File: src/rtl/mdu_pkg.sv
// Shared constants and types for the iterative multiply/divide unit.
package mdu_pkg;

   localparam logic [1:0] OP_MULT  = 2'b00;
   localparam logic [1:0] OP_MULTU = 2'b01;
   localparam logic [1:0] OP_DIV   = 2'b10;
   localparam logic [1:0] OP_DIVU  = 2'b11;

   localparam int DIV_ITERS = 32;
   localparam int CNT_W     = 6;

   typedef enum logic [2:0] {
      IDLE,
      MUL,
      DIV,
      FIX,
      DONE
   } state_t;

   function automatic logic [31:0] abs32(input logic [31:0] v);
      return v[31] ? -v : v;
   endfunction

endpackage

File: src/rtl/mdu_if.sv
// Start/busy/done handshake bundle between the execute stage and the MDU.
interface mdu_if;
   logic        start;
   logic        flush;
   logic [1:0]  op;
   logic [31:0] a;
   logic [31:0] b;
   logic        busy;
   logic        done;
   logic [63:0] result;

   modport master (output start, flush, op, a, b, input busy, done, result);
   modport slave  (input start, flush, op, a, b, output busy, done, result);
endinterface

File: src/rtl/mdu_div_step.sv
// One restoring division iteration: trial-subtract divisor from the 33-bit partial remainder.
module mdu_div_step (
   input  logic [32:0] part,
   input  logic [31:0] divisor,
   output logic [31:0] rem_next,
   output logic        qbit
);

   logic [33:0] diff;

   assign diff = {1'b0, part} - {2'b00, divisor};
   assign qbit = ~diff[33];
   // Either branch fits 32 bits: a kept difference is below the divisor, a restored part is too.
   assign rem_next = diff[33] ? part[31:0] : diff[31:0];

endmodule

File: src/rtl/mdu.sv
// Iterative MULT/MULTU/DIV/DIVU unit: multiply done in 2 cycles, divide in 34.
// Requests are only sampled while not busy; flush cancels without touching result.
module mdu
   import mdu_pkg::*;
(
   input  logic clk,
   input  logic rst,
   mdu_if.slave bus
);

   state_t           state, state_nxt;
   logic [CNT_W-1:0] cnt;
   logic [31:0]      quo, rem, dvs;
   logic             neg_q, neg_r, sgn;
   logic [63:0]      result;

   logic accept, is_div, b_zero, last;
   logic signed [32:0] mul_a, mul_b;
   logic signed [65:0] prod;
   logic [31:0] step_rem;
   logic        step_q;

   assign accept = (state == IDLE || state == DONE) && bus.start && !bus.flush;
   assign is_div = bus.op[1];
   assign b_zero = (bus.b == 32'd0);
   assign last   = (cnt == CNT_W'(DIV_ITERS - 1));

   assign mul_a = {sgn & quo[31], quo};
   assign mul_b = {sgn & dvs[31], dvs};
   assign prod  = 66'(mul_a) * 66'(mul_b);

   mdu_div_step u_step (
      .part     ({rem, quo[31]}),
      .divisor  (dvs),
      .rem_next (step_rem),
      .qbit     (step_q)
   );

   always_ff @(posedge clk or posedge rst) begin
      if (rst) state <= IDLE;
      else     state <= state_nxt;
   end

   // Divide by zero passes through FIX so it shares the 2-cycle multiply timing.
   always_comb begin
      state_nxt = state;
      case (state)
         IDLE, DONE: begin
            if (!accept)     state_nxt = IDLE;
            else if (!is_div) state_nxt = MUL;
            else if (b_zero)  state_nxt = FIX;
            else              state_nxt = DIV;
         end
         MUL:     state_nxt = DONE;
         DIV:     if (last) state_nxt = FIX;
         FIX:     state_nxt = DONE;
         default: state_nxt = IDLE;
      endcase
      if (bus.flush) state_nxt = IDLE;
   end

   always_ff @(posedge clk or posedge rst) begin
      if (rst) begin
         cnt    <= '0;
         quo    <= '0;
         rem    <= '0;
         dvs    <= '0;
         neg_q  <= 1'b0;
         neg_r  <= 1'b0;
         sgn    <= 1'b0;
         result <= '0;
      end else if (accept) begin
         cnt   <= '0;
         sgn   <= (bus.op == OP_MULT);
         neg_q <= (bus.op == OP_DIV) && !b_zero && (bus.a[31] ^ bus.b[31]);
         neg_r <= (bus.op == OP_DIV) && !b_zero && bus.a[31];
         dvs   <= (bus.op == OP_DIV) ? abs32(bus.b) : bus.b;
         if (is_div && b_zero) begin
            rem <= bus.a;
            quo <= 32'hFFFF_FFFF;
         end else begin
            rem <= '0;
            quo <= (bus.op == OP_DIV) ? abs32(bus.a) : bus.a;
         end
      end else if (!bus.flush) begin
         case (state)
            MUL: result <= prod[63:0];
            DIV: begin
               rem <= step_rem;
               quo <= {quo[30:0], step_q};
               cnt <= cnt + 1'b1;
            end
            FIX: result <= {neg_r ? -rem : rem, neg_q ? -quo : quo};
            default: ;
         endcase
      end
   end

   assign bus.busy   = (state == MUL) || (state == DIV) || (state == FIX);
   assign bus.done   = (state == DONE);
   assign bus.result = result;

endmodule

File: src/flat_wrapper.sv
// flat-port wrapper written by rule: the top's interface ports become plain ports
module mdu_flat import mdu_pkg::*;
  (clk, rst, bus_start, bus_flush, bus_op, bus_a, bus_b, bus_busy, bus_done, bus_result);
  mdu_if bus_i ();
  input  logic clk;
  input  logic rst;
  input wire logic [$bits(bus_i.start)-1:0] bus_start;
  input wire logic [$bits(bus_i.flush)-1:0] bus_flush;
  input wire logic [$bits(bus_i.op)-1:0] bus_op;
  input wire logic [$bits(bus_i.a)-1:0] bus_a;
  input wire logic [$bits(bus_i.b)-1:0] bus_b;
  output wire logic [$bits(bus_i.busy)-1:0] bus_busy;
  output wire logic [$bits(bus_i.done)-1:0] bus_done;
  output wire logic [$bits(bus_i.result)-1:0] bus_result;
  assign bus_i.start = bus_start;
  assign bus_i.flush = bus_flush;
  assign bus_i.op = bus_op;
  assign bus_i.a = bus_a;
  assign bus_i.b = bus_b;
  assign bus_busy = bus_i.busy;
  assign bus_done = bus_i.done;
  assign bus_result = bus_i.result;
  mdu u_core (.clk(clk), .rst(rst), .bus(bus_i));
endmodule
File: config.mk
export PLATFORM = sky130hd
export DESIGN_NAME = mdu_flat
export DESIGN_NICKNAME = d
export VERILOG_FILES = /design/src/rtl/mdu_pkg.sv /design/src/rtl/mdu_if.sv /design/src/rtl/mdu_div_step.sv /design/src/rtl/mdu.sv /design/src/flat_wrapper.sv
export SDC_FILE = /design/constraint.sdc
export NUM_CORES = 2
export LEC_CHECK = 0
export ABC_CLOCK_PERIOD_IN_PS = 24500
export BUFFER_PORTS_ARGS = -buffer_cell sky130_fd_sc_hd__buf_4
export CAP_MARGIN = 0
export CORE_MARGIN = 2
export CORE_UTILIZATION = 60
export DETAILED_ROUTE_END_ITERATION = 16
export HOLD_SLACK_MARGIN = 0.06
export PLACE_DENSITY = 0.77
export SLEW_MARGIN = 10
export SYNTH_ARGS = -nofsm -noshare
export SYNTH_HDL_FRONTEND = slang
export SYNTH_SLANG_ARGS = --single-unit
export TNS_END_PERCENT = 50
File: constraint.sdc
create_clock -name clk -period 24.5 [get_ports clk]
set_clock_uncertainty 0.05 [all_clocks]
set_input_delay 3.675 -clock clk [delete_from_list [all_inputs] [get_ports clk]]
set_output_delay 3.675 -clock clk [all_outputs]
set_load 0.02 [all_outputs]
Yosys cells after proc, flatten, opt, wreduce, memory -nomap -nowiden
Index checks and enable logic that the tools add are counted.
Storage, ports and cells
  register bits after elaboration: 172
  bits of input ports: 70
  output and inout bits: 66
  word-level logic and storage cells: 75
Cells by class
  $add $sub $neg: 6
  multipliers: 1
  equality and inequality tests: 8
  mux-type cells: 25
  bitwise operators: 6
  reduce and logical (&&, ||, !) cells: 20
Operators by type and width (count)
  two-way mux 32 bit: 15
  negator 32 bit: 4
  one-hot mux 64 bit (2 select lines): 1
  multiplier 33 x 33 -> 64 bit: 1
  subtractor 33 x 32 -> 34 bit: 1
  zero test 32 bit: 1
  two-way mux 6 bit: 3
  two-way mux 3 bit: 4
  one-hot mux 3 bit (3 select lines): 1
  adder 6 x 1 -> 6 bit, second input constant: 1
  equality test 3 x 2 -> 1 bit, second input constant: 2
  equality test 6 x 5 -> 1 bit, second input constant: 1
  logical AND 1 bit: 6
  nonzero test 2 bit: 2
  OR reduction 2 bit: 2
  equality test 3 x 1 -> 1 bit, second input constant: 1
  equality test 3 bit, second input constant: 1
  zero test 3 bit: 1
  logical OR 1 bit: 3
  != test 3 x 2 -> 1 bit, second input constant: 1
  inverter 1 bit: 3
  AND reduction 3 bit: 1
  AND 1 bit: 2
  equality test 2 bit, second input constant: 1
  other kinds (6): 7

Logic depth before layout (Yosys ltp)
  depth after elaboration: 7
  mapped depth: 31
  depth with buffers taken out: 28

Hierarchy
Synthesis repeated with hierarchy kept, for this count alone.
Unflattened totals
  cells, all modules: 5729
  area total of the unflattened synthesis: 50214.4 µm²
Modules (own cells, without submodules)
  mdu: times used 1, cells an instance 5417, area an instance 47926.0 µm², sequential area each 4304.1 µm²
  mdu_div_step: times used 1, cells an instance 312, area an instance 2288.4 µm², sequential area each 0.0 µm²

Least setup slack after synthesis
No wires, ideal clock.
  path type: register to register
  from: register u_core.quo[31]
  to: register u_core.result[57], in the netlist u_core.bus.result[57]
  setup time: 0.123 ns
  data arrival time: 7.839 ns
  required time: 24.327 ns
  slack: 16.488 ns
  stages on the path, launching flop included: 30
  buffers on the path: 2
  clock period less this slack: 8.012 ns
  path through: dfrtp_1 -> and2_1 -> clkbuf_1 -> nand2_1 -> inv_1 -> fa_1 -> inv_1 -> fa_1 -> inv_1 -> fa_1 -> fa_1 -> inv_1 -> fa_1 -> inv_1 -> fa_1 -> inv_1 -> fa_1 -> fa_1 -> inv_1 -> ha_1 -> clkbuf_1 -> a21o_1 -> a21o_1 -> a21oi_1 -> nand2_1 -> or4_1 -> nand2_1 -> o21ai_1 -> xor2_1 -> o221a_1
Between the ends
  cells in the longest elaborated chain, start to end: 3
Ends and longest elaborated chain
  start, declared: RTL line mdu.sv:13  | logic [31:0] quo, rem, dvs;
  start signal, assigned: RTL line mdu.sv:83  | quo <= (bus.op == OP_DIV) ? abs32(bus.a) : bus.a;
  start signal, assigned: RTL line mdu.sv:90  | quo <= {quo[30:0], step_q};
  AND 1 bit: RTL line mdu.sv:28  | assign mul_a = {sgn & quo[31], quo};
  multiplier 33 x 33 -> 64 bit (*): RTL line mdu.sv:30  | assign prod = 66'(mul_a) * 66'(mul_b);
  one-hot mux 64 bit (2 select lines) (*): RTL line mdu.sv:86  | case (state)
  end signal, assigned: RTL line mdu.sv:87  | MUL: result <= prod[63:0];
  end signal, assigned: RTL line mdu.sv:93  | FIX: result <= {neg_r ? -rem : rem, neg_q ? -quo : quo};
  end, declared: RTL line mdu.sv:15  | logic [63:0] result;
Mark *: on every way between the ends. The rest lies on a longest branch, timed or not.
A chain may end at the register's enable or synchronous reset.

Worst setup path in the final report
Ends and elaborated chain as after synthesis.

==> results.yml <==
detailed_routing:
  drtIter0Drc: 3603
  detail-route-antenna-nets: 0
  detailedRoute.firstPassIterationCount: 7
  route.detailed.drc: 0
  num_vias: 39977
  wl_per_cell_um: 23.2
  totalWireLength_mm: 155
  route.detailed.vias_per_inst: 6.00
timing:
  report.final.setup_viol: 0
  timing_worst_slew_pin_value_ns: 1.30
  report.final.slew_viol_count: 0
  timing.fmax_mhz: 106
  tns_ns: 0
  layout_worst_path_cycle_share: 0.386
  timing.final.crit_period_ns: 9.45
  max_slew_margin: 0.128
  hold_viol_final: 0
  grt_setup_unrepaired: "false"
yosys:
  synth_ff_type: "sky130_fd_sc_hd__dfrtp_1"
  synth-seq-cells: 172
  synth_edf_count: 0
  synth-seq-area-share: 0.0868
  async_set_or_reset_register_ratio_after_synthesis: 1.00
  most_frequent_cells_after_synthesis: "1178 x sky130_fd_sc_hd__inv_1, 1126 x sky130_fd_sc_hd__fa_1, 926 x sky130_fd_sc_hd__nand2_1"
  portion_of_synthesized_cell_area_occupied_by_the_leading_cell_type: 0.455
  synth.net_count: 7124
  syn-cell-area_sq_um: 49600
  synth.lib_cells_used.distinct: 72
  synth_top_area_cell: "sky130_fd_sc_hd__fa_1"
  synth_most_common_cell: "sky130_fd_sc_hd__inv_1"
  synth_top_cells_by_area: "sky130_fd_sc_hd__fa_1 45%, sky130_fd_sc_hd__inv_1 8.9%, sky130_fd_sc_hd__dfrtp_1 8.7%"
  postSynthAreaPerCell_sq_um: 8.73
  syn_inst: 5678
  yosysWarnings: 0
worst_setup_path:
  buffer_and_inverter_count_on_the_worst_path: 8
  critical_path.startpoint: "u_core.quo[31]"
  timing.critical_path.mode_cell: "sky130_fd_sc_hd__fa_1"
  endpoint_kind: "flip-flop"
  criticalPathCategory: "flip-flop to flip-flop"
  regToRegSetupSlack_ns: 15.05
  reg2reg_from: "u_core.quo[31]"
  cpLargestDelayFamily: "adder cells"
  critical_path.max_stage_delay_ns: 0.96
  crit_cells: 28
  worstPathRequired_ns: 24.81
  reg2regPathDepth: 28
  critPathLaunchType: "flip-flop"
  critPathSlowestCell: "sky130_fd_sc_hd__fa_1"
  worst_setup_path_endpoint: "u_core.bus.result[57]"
  regToRegEndpoint: "u_core.bus.result[57]"
  worstPathArrival_ns: 9.76
  path_max_fanout: 43
floorplanning:
  dieArea_sq_um: 85000
  fp.coreArea_sq_um: 82000
  pin_count: 136
  fp.dieW_um: 291
  placement_rows: 105
  die_height_um: 291
  initial_core_util: 0.605
clock_network:
  cts_buffers: 17
  cts_setup_buffers: 0
  cts-htree-levels: 4
  cts_max_path_buffers: 2
  cts_repair_resize_count: 0
  tritoncts_clock_tree: "done"
  clk_pin_slew_ns: 0.08
  clock_latency_ns: 0.48
  cts_root_buf: "sky130_fd_sc_hd__clkbuf_16"
  clock-sinks: 172
  hold_bufs_at_cts: 0
placed_design:
  placedInstanceArea_sq_um: 51300
  place.detailed.hpwl_mm: 121
  gp_routability_congestion: 0.959
  placedCellCount: 6626
  port_buffers: 135
global_routing:
  antenna_violations_before_repair: 7
  grt_first_pass_wirelength_mm: 244
  grt-ovfl-total: 0
  vias_in_the_first_global_route: 42942
  global_route_usage_over_all_layers: 0.379
  grt_max_degree: 118
cells_and_area:
  area_added_between_synthesis_and_finish_pct: 4.72
  post-route-cell-area_sq_um: 51900
  final_layout_size_suffix_gt1_frac: 0.0505
  layout.nets: 7021
  final-instance-count-excl-fill: 6660
run_status:
  status: "finished, final reports clean"
worst_hold_path:
  hp-class: "flip-flop to flip-flop"
  hold_depth: 2
flow_run:
  drv_cap: 0
## worst min-delay path: cells and delay by family (launching register included)
kind               cells  cell delay [ns]
AOI/OAI and AO/OA      1             0.06
DFF                    1             0.34
and+or+nand+nor        1             0.05
## metal layers
| layer | global-route usage | routed length, um |
|---|---|---|
| met5 | 0 | 13 |
| met1 | 0.470 | 55300 |
| met4 | 0.254 | 12500 |
| met3 | 0.0733 | 15100 |
| met2 | 0.608 | 71700 |
## final cells by class
type,count,area [sq um]
multi-input cells,3987,39600
flip-flops and latches,172,4310
clock buffers,17,425
fillers,6866,30100
diodes,3,7.51
inverters,1179,4430
repair buffers,218,1640
clock inverters,14,183
well taps,1070,1340
## cells in the final DEF (no fill, tap or decap), types with 118 or more instances in the layout
cell,n
sky130_fd_sc_hd__a21oi_1,202
sky130_fd_sc_hd__and2_1,307
sky130_fd_sc_hd__buf_4,218
sky130_fd_sc_hd__dfrtp_1,170
sky130_fd_sc_hd__fa_1,1126
sky130_fd_sc_hd__ha_1,250
sky130_fd_sc_hd__inv_1,1177
sky130_fd_sc_hd__nand2_1,923
sky130_fd_sc_hd__nor2_1,234
sky130_fd_sc_hd__o21ai_0,173
sky130_fd_sc_hd__xor2_1,118
## stage by stage
| step | hold WS, ns | setup slack, ns | utilization |
|---|---|---|---|
| final | 0.431 | 15.05 | 0.633 |
| after global routing | 0.465 | 14.68 | 0.633 |
| after CTS | 0.438 | 15.21 | 0.633 |
| after detailed placement | 0.421 | 15.25 | 0.626 |
| after global placement | 0.413 | 15.43 | 0.626 |
| after floorplan | 0.455 | 16.11 | - |
## worst min path at each step
stage	to	start
after global routing	u_core.dvs[25]	u_core.dvs[25]
final	u_core.bus.result[5]	u_core.bus.result[5]
after global placement	u_core.bus.result[9]	u_core.bus.result[9]
after detailed placement	u_core.bus.result[5]	u_core.bus.result[5]
after CTS	u_core.bus.result[5]	u_core.bus.result[5]
after floorplan	u_core.cnt[4]	u_core.cnt[4]
## flip-flops by register name, indices dropped and copies added, names as in the netlist
name and count:
u_core.bus.result 64, u_core.dvs 32, u_core.quo 32, u_core.rem 32
u_core.cnt 6, u_core.state 3, u_core.neg_q 1, u_core.neg_r 1
u_core.sgn 1
## logic make-up after synthesis
family	synth area share
simple gates	0.155
buf+inv	0.115
fa+ha+maj	0.518
compound gates	0.0845
xor+xnor	0.0389
flops	0.0868
mux	0.00141
Power is not shown: default switching activity piles up to over one toggle a cycle in this logic, so the estimate is an artifact.
